[config.mk]
export PLATFORM = sky130hd
export DESIGN_NAME = serial_add_ctrl
export DESIGN_NICKNAME = d
export VERILOG_FILES = /design/src/rtl/serial_add_pkg.sv /design/src/rtl/full_adder.sv /design/src/rtl/serial_add_ctrl.sv
export SDC_FILE = /design/constraint.sdc
export NUM_CORES = 1
export LEC_CHECK = 0
export BUFFER_PORTS_ARGS = -buffer_cell sky130_fd_sc_hd__buf_2
export CORE_MARGIN = 10
export CORE_UTILIZATION = 54
export DETAILED_ROUTE_END_ITERATION = 16
export PLACE_DENSITY = 0.85
export SYNTH_ARGS = -nofsm -noshare
export SYNTH_HDL_FRONTEND = slang
export SYNTH_SLANG_ARGS = --single-unit
[constraint.sdc]
create_clock -name clk -period 1.44 [get_ports clk]
set_input_delay 0.36 -clock clk [delete_from_list [all_inputs] [get_ports clk]]
set_output_delay 0.36 -clock clk [all_outputs]
set_load 0.005 [all_outputs]
[src/rtl/serial_add_pkg.sv]
// serial_add_pkg: state encoding and counter-width helper shared by the serial adder.
package serial_add_pkg;
  typedef enum logic [1:0] {
    ST_IDLE  = 2'd0,
    ST_SHIFT = 2'd1,
    ST_DONE  = 2'd2
  } state_t;
  function automatic int clog2_min1(input int n);
    return ($clog2(n) < 1) ? 1 : $clog2(n);
  endfunction
endpackage

[src/rtl/full_adder.sv]
// full_adder: 1-bit combinational full adder cell.
module full_adder (
  input  logic a_i,
  input  logic b_i,
  input  logic cin_i,
  output logic s_o,
  output logic cout_o
);
  assign s_o    = a_i ^ b_i ^ cin_i;
  assign cout_o = (a_i & b_i) | (cin_i & (a_i ^ b_i));
endmodule

[src/rtl/serial_add_ctrl.sv]
// serial_add_ctrl: bit-serial WIDTH-bit adder, LSB first, one full_adder reused per cycle.
// Define SERIAL_ADD_OVF_EN to add a registered two's-complement overflow output.
module serial_add_ctrl
  import serial_add_pkg::*;
#(
  parameter int WIDTH = 8
) (
  input  logic             clk,
  input  logic             rst,
  input  logic             start,
  input  logic [WIDTH-1:0] a,
  input  logic [WIDTH-1:0] b,
  input  logic             cin,
  output logic             busy,
  output logic             done,
  output logic [WIDTH-1:0] sum,
`ifdef SERIAL_ADD_OVF_EN
  output logic             overflow,
`endif
  output logic             cout
);
  localparam int CW = clog2_min1(WIDTH);
  state_t state_q, state_d;
  logic [WIDTH-1:0] opa_q, opb_q, acc_q, sum_q, acc_d;
  logic [CW-1:0] cnt_q;
  logic carry_q, cout_q, fa_s, fa_co, last;
  full_adder u_fa (
    .a_i   (opa_q[0]),
    .b_i   (opb_q[0]),
    .cin_i (carry_q),
    .s_o   (fa_s),
    .cout_o(fa_co)
  );
  assign last  = cnt_q == CW'(WIDTH - 1);
  assign acc_d = (acc_q >> 1) | (WIDTH'(fa_s) << (WIDTH - 1));
  always_comb begin
    state_d = (state_q == ST_SHIFT) ? (last ? ST_DONE : ST_SHIFT)
                                    : (start ? ST_SHIFT : ST_IDLE);
  end
`ifdef SERIAL_ADD_OVF_EN
  logic ovf_q;
  always_ff @(posedge clk) begin
    if (rst) ovf_q <= 1'b0;
    else if (state_q == ST_SHIFT && last) ovf_q <= carry_q ^ fa_co;
  end
  assign overflow = ovf_q;
`endif
  always_ff @(posedge clk) begin
    if (rst) begin
      state_q <= ST_IDLE;
      opa_q   <= '0;
      opb_q   <= '0;
      acc_q   <= '0;
      sum_q   <= '0;
      cnt_q   <= '0;
      carry_q <= 1'b0;
      cout_q  <= 1'b0;
    end else begin
      state_q <= state_d;
      if (state_q == ST_SHIFT) begin
        opa_q   <= opa_q >> 1;
        opb_q   <= opb_q >> 1;
        acc_q   <= acc_d;
        carry_q <= fa_co;
        cnt_q   <= cnt_q + CW'(1);
        if (last) begin
          sum_q  <= acc_d;
          cout_q <= fa_co;
        end
      end else if (start) begin
        opa_q   <= a;
        opb_q   <= b;
        carry_q <= cin;
        cnt_q   <= '0;
      end
    end
  end
  assign busy = state_q == ST_SHIFT;
  assign done = state_q == ST_DONE;
  assign sum  = sum_q;
  assign cout = cout_q;
endmodule

==> results.json <==
{
  "num_rows": 20,
  "dp_slack_ns": 0.103,
  "ant_nets": 0,
  "yosys_warnings": 0,
  "first_pass_iters": 4,
  "synth_cell_type_count": 20,
  "drive_gt1_share_pct": 36.5,
  "synth_most_common_cell": "dfxtp_1",
  "finClkSkew_ns": 0.0152,
  "synthTopCellsByArea": "dfxtp_1 (46%), a211oi_2 (11%), mux2i_1 (10%)",
  "synth_nets": 192,
  "die-area_um2": 5690,
  "cts-htree-levels": 2,
  "power_frac_comb_pct": 12.0,
  "hp-class": "in -> reg",
  "core_um2": 3000,
  "peakVddDrop_v": 0.000577,
  "diodes": 0,
  "power_mw": 2.09,
  "slew-limit-headroom_pct": 78.4,
  "drt_iter0_drc": 88,
  "wl_per_cell_um": 13.2,
  "cp_data_required_time_ns": 1.08,
  "slowest_delay_ns": 0.37,
  "synth_largest_area_cell": "dfxtp_1",
  "remaining_drc_errors": 0,
  "numPlacedInstances": 222,
  "routed_wirelength_um": 3070,
  "highest_layer": "met4",
  "crit_type": "reg -> out",
  "grt_first_pass_wirelength_um": 4930,
  "startpoint_type": "flop",
  "cts_num_sinks": 38,
  "fin_nets": 222,
  "initial_core_util_pct": 55.2,
  "tightest_slew_ns": 0.324,
  "period_minus_slack_ns": 1.39,
  "fillCellCount": 261,
  "avgViaCountPerCell": 5.26,
  "synth_async_sr_flop_share_pct": 0,
  "p_int_mw": 1.58,
  "worstSkewPairLatency_ns": 0.35,
  "synth-edff-count": 0,
  "status": "finished clean",
  "timing.final.crit_share_pct": 96.2,
  "yosysTopAreaCellShare_pct": 45.9,
  "dr_wl_met3_um": 224,
  "wl_met1_um": 1370,
  "swShare_pct": 24.1,
  "final_util_pct": 63.7,
  "clk_pin_slew_ns": 0.11,
  "fp.dieH_um": 75.4,
  "holdWs_ns": 0.309,
  "switching_power_mw": 0.504,
  "cts_tree": "done",
  "synth_common_cells": "dfxtp_1 (38), nand2_1 (34), a21oi_1 (19)",
  "synth.ff_latch_count": 38,
  "holdBufCountCts": 0,
  "max-clock-path-buffers": 2,
  "power.density_nw_per_um2": 1090,
  "grt_pass1_vias": 1172,
  "yosysSeqAreaShare_pct": 45.9,
  "cts-root-buf": "clkbuf_4",
  "synth_cells": 169,
  "ys.flop_type": "dfxtp_1",
  "hpwl_um": 2030,
  "io_pins": 31,
  "gp_congestion": 0.770,
  "syn_area_um2": 1660,
  "finalHoldViolCount": 0,
  "seqPwrFrac_pct": 54.1,
  "vias": 1226,
  "track_usage_pct": 11.5,
  "finalSetupViolCount": 0,
  "syn_area_per_cell_um2": 9.81,
  "syn_to_final_growth_pct": 15.3,
  "drv_slew": 0,
  "antenna_found_initial": 0,
  "drv_cap": 0,
  "end_kind": "output port",
  "max_freq_ghz": 0.722,
  "cts_buffers": 5,
  "path_max_fanout": 4,
  "p_clk_share_pct": 33.9,
  "crit_chain": "nand2b_4 > inv_6 > buf_2",
  "timing.final.ws_setup_ns": 0.0549,
  "die_width_um": 75.4,
  "crit_slowest_cell": "dfxtp_2",
  "layout.cells.non_filler": 233,
  "grt_overflow": 0,
  "wl_met2_um": 1400,
  "worstPathArrival_ns": 1.03,
  "power.leakage_nw": 0.795,
  "grt_max_degree": 39,
  "portBuffers": 30
}
## critical path: cells and delay by family (launching register included)
family / cells / cell delay, ns
DFF: 1 / 0.37
and+or+nand+nor: 1 / 0.16
buffers and inverters: 2 / 0.15
## routing by layer
layer	vias to the layer above	GRT usage (%)
met5	-	0
met4	0	7.42
met3	8	4.56
li1	636	-
met1	552	12.0
met2	30	19.0
## cell type report
| cell class | count | area, um2 | share of cell area (%) |
|---|---|---|---|
| timing repair buffer | 37 | 228 | 11.9 |
| inverter | 1 | 8.76 | 0.458 |
| clock inverter | 1 | 30.0 | 1.57 |
| multi-input combinational | 116 | 796 | 41.6 |
| tap | 33 | 41.3 | 2.16 |
| sequential | 38 | 763 | 39.9 |
| clock buffer | 7 | 45.0 | 2.36 |
## repair_timing
action,CTS,global route
setup buffers,1,2
resized for setup,2,3
endpoints found under the setup margin,1,9
## final timing paths
kind | endpoint | slack [ns] | startpoint | cells past startpoint
worst max-delay path | busy | 0.05 | state_q[1] | 3
worst min-delay path | opa_q[7] | 0.31 | a[7] | 3
worst max register to register | sum[4] | 0.20 | cnt_q[0] | 5
worst min register to register | sum[4] | 0.46 | sum[4] | 2
## state kept, by name, summed over array words and instances, names as in the netlist
name and cells:
cnt_q 3, carry_q 1, acc_q 7, opa_q 8, sum 8, cout 1, state_q 2, opb_q 8
## power by group through the flow
stage                     logic (mW)  clock network, mW  registers [mW]
after global placement         0.242                  0            1.15
after CTS                      0.252              0.723            1.13
after global routing           0.277              0.759            1.14
final                          0.250              0.708            1.13
after floorplan                0.201                  0            1.15
after detailed placement       0.246                  0            1.15
## placed cells by master (no fill, tap or decap)
cell / n
dfxtp_1: 36
nand2_1: 34
buf_2: 30
a21oi_1: 19
mux2i_1: 17
a211oi_2: 15
nor2_2: 10
nor2_1: 7
clkbuf_4: 5
buf_4: 5
nand3b_1: 4
nor3_1: 2
ha_1: 2
clkbuf_1: 2
buf_12: 2
dfxtp_2: 2
nand2b_4: 1
inv_6: 1
nor2b_1: 1
and3b_2: 1
o21ai_0: 1
nand2b_1: 1
fa_1: 1
bufinv_16: 1
## stage by stage
step / area [um2] / TNS [ns]
floorplan: 1660 / 0
global placement: 1800 / 0
detailed placement: 1800 / 0
CTS: 1890 / 0
global route: 1910 / -0.00598
finish: 1910 / 0
## kinds of logic after synthesis
family | synth area share, %
AO/OA/AOI/OAI | 17.4
adder cells (fa/ha/maj) | 2.72
buffers and inverters | 6.64
flip-flops | 45.9
multiplexers | 10.3
AND/OR/NAND/NOR | 17.1
(Power assumes the default switching activity.)
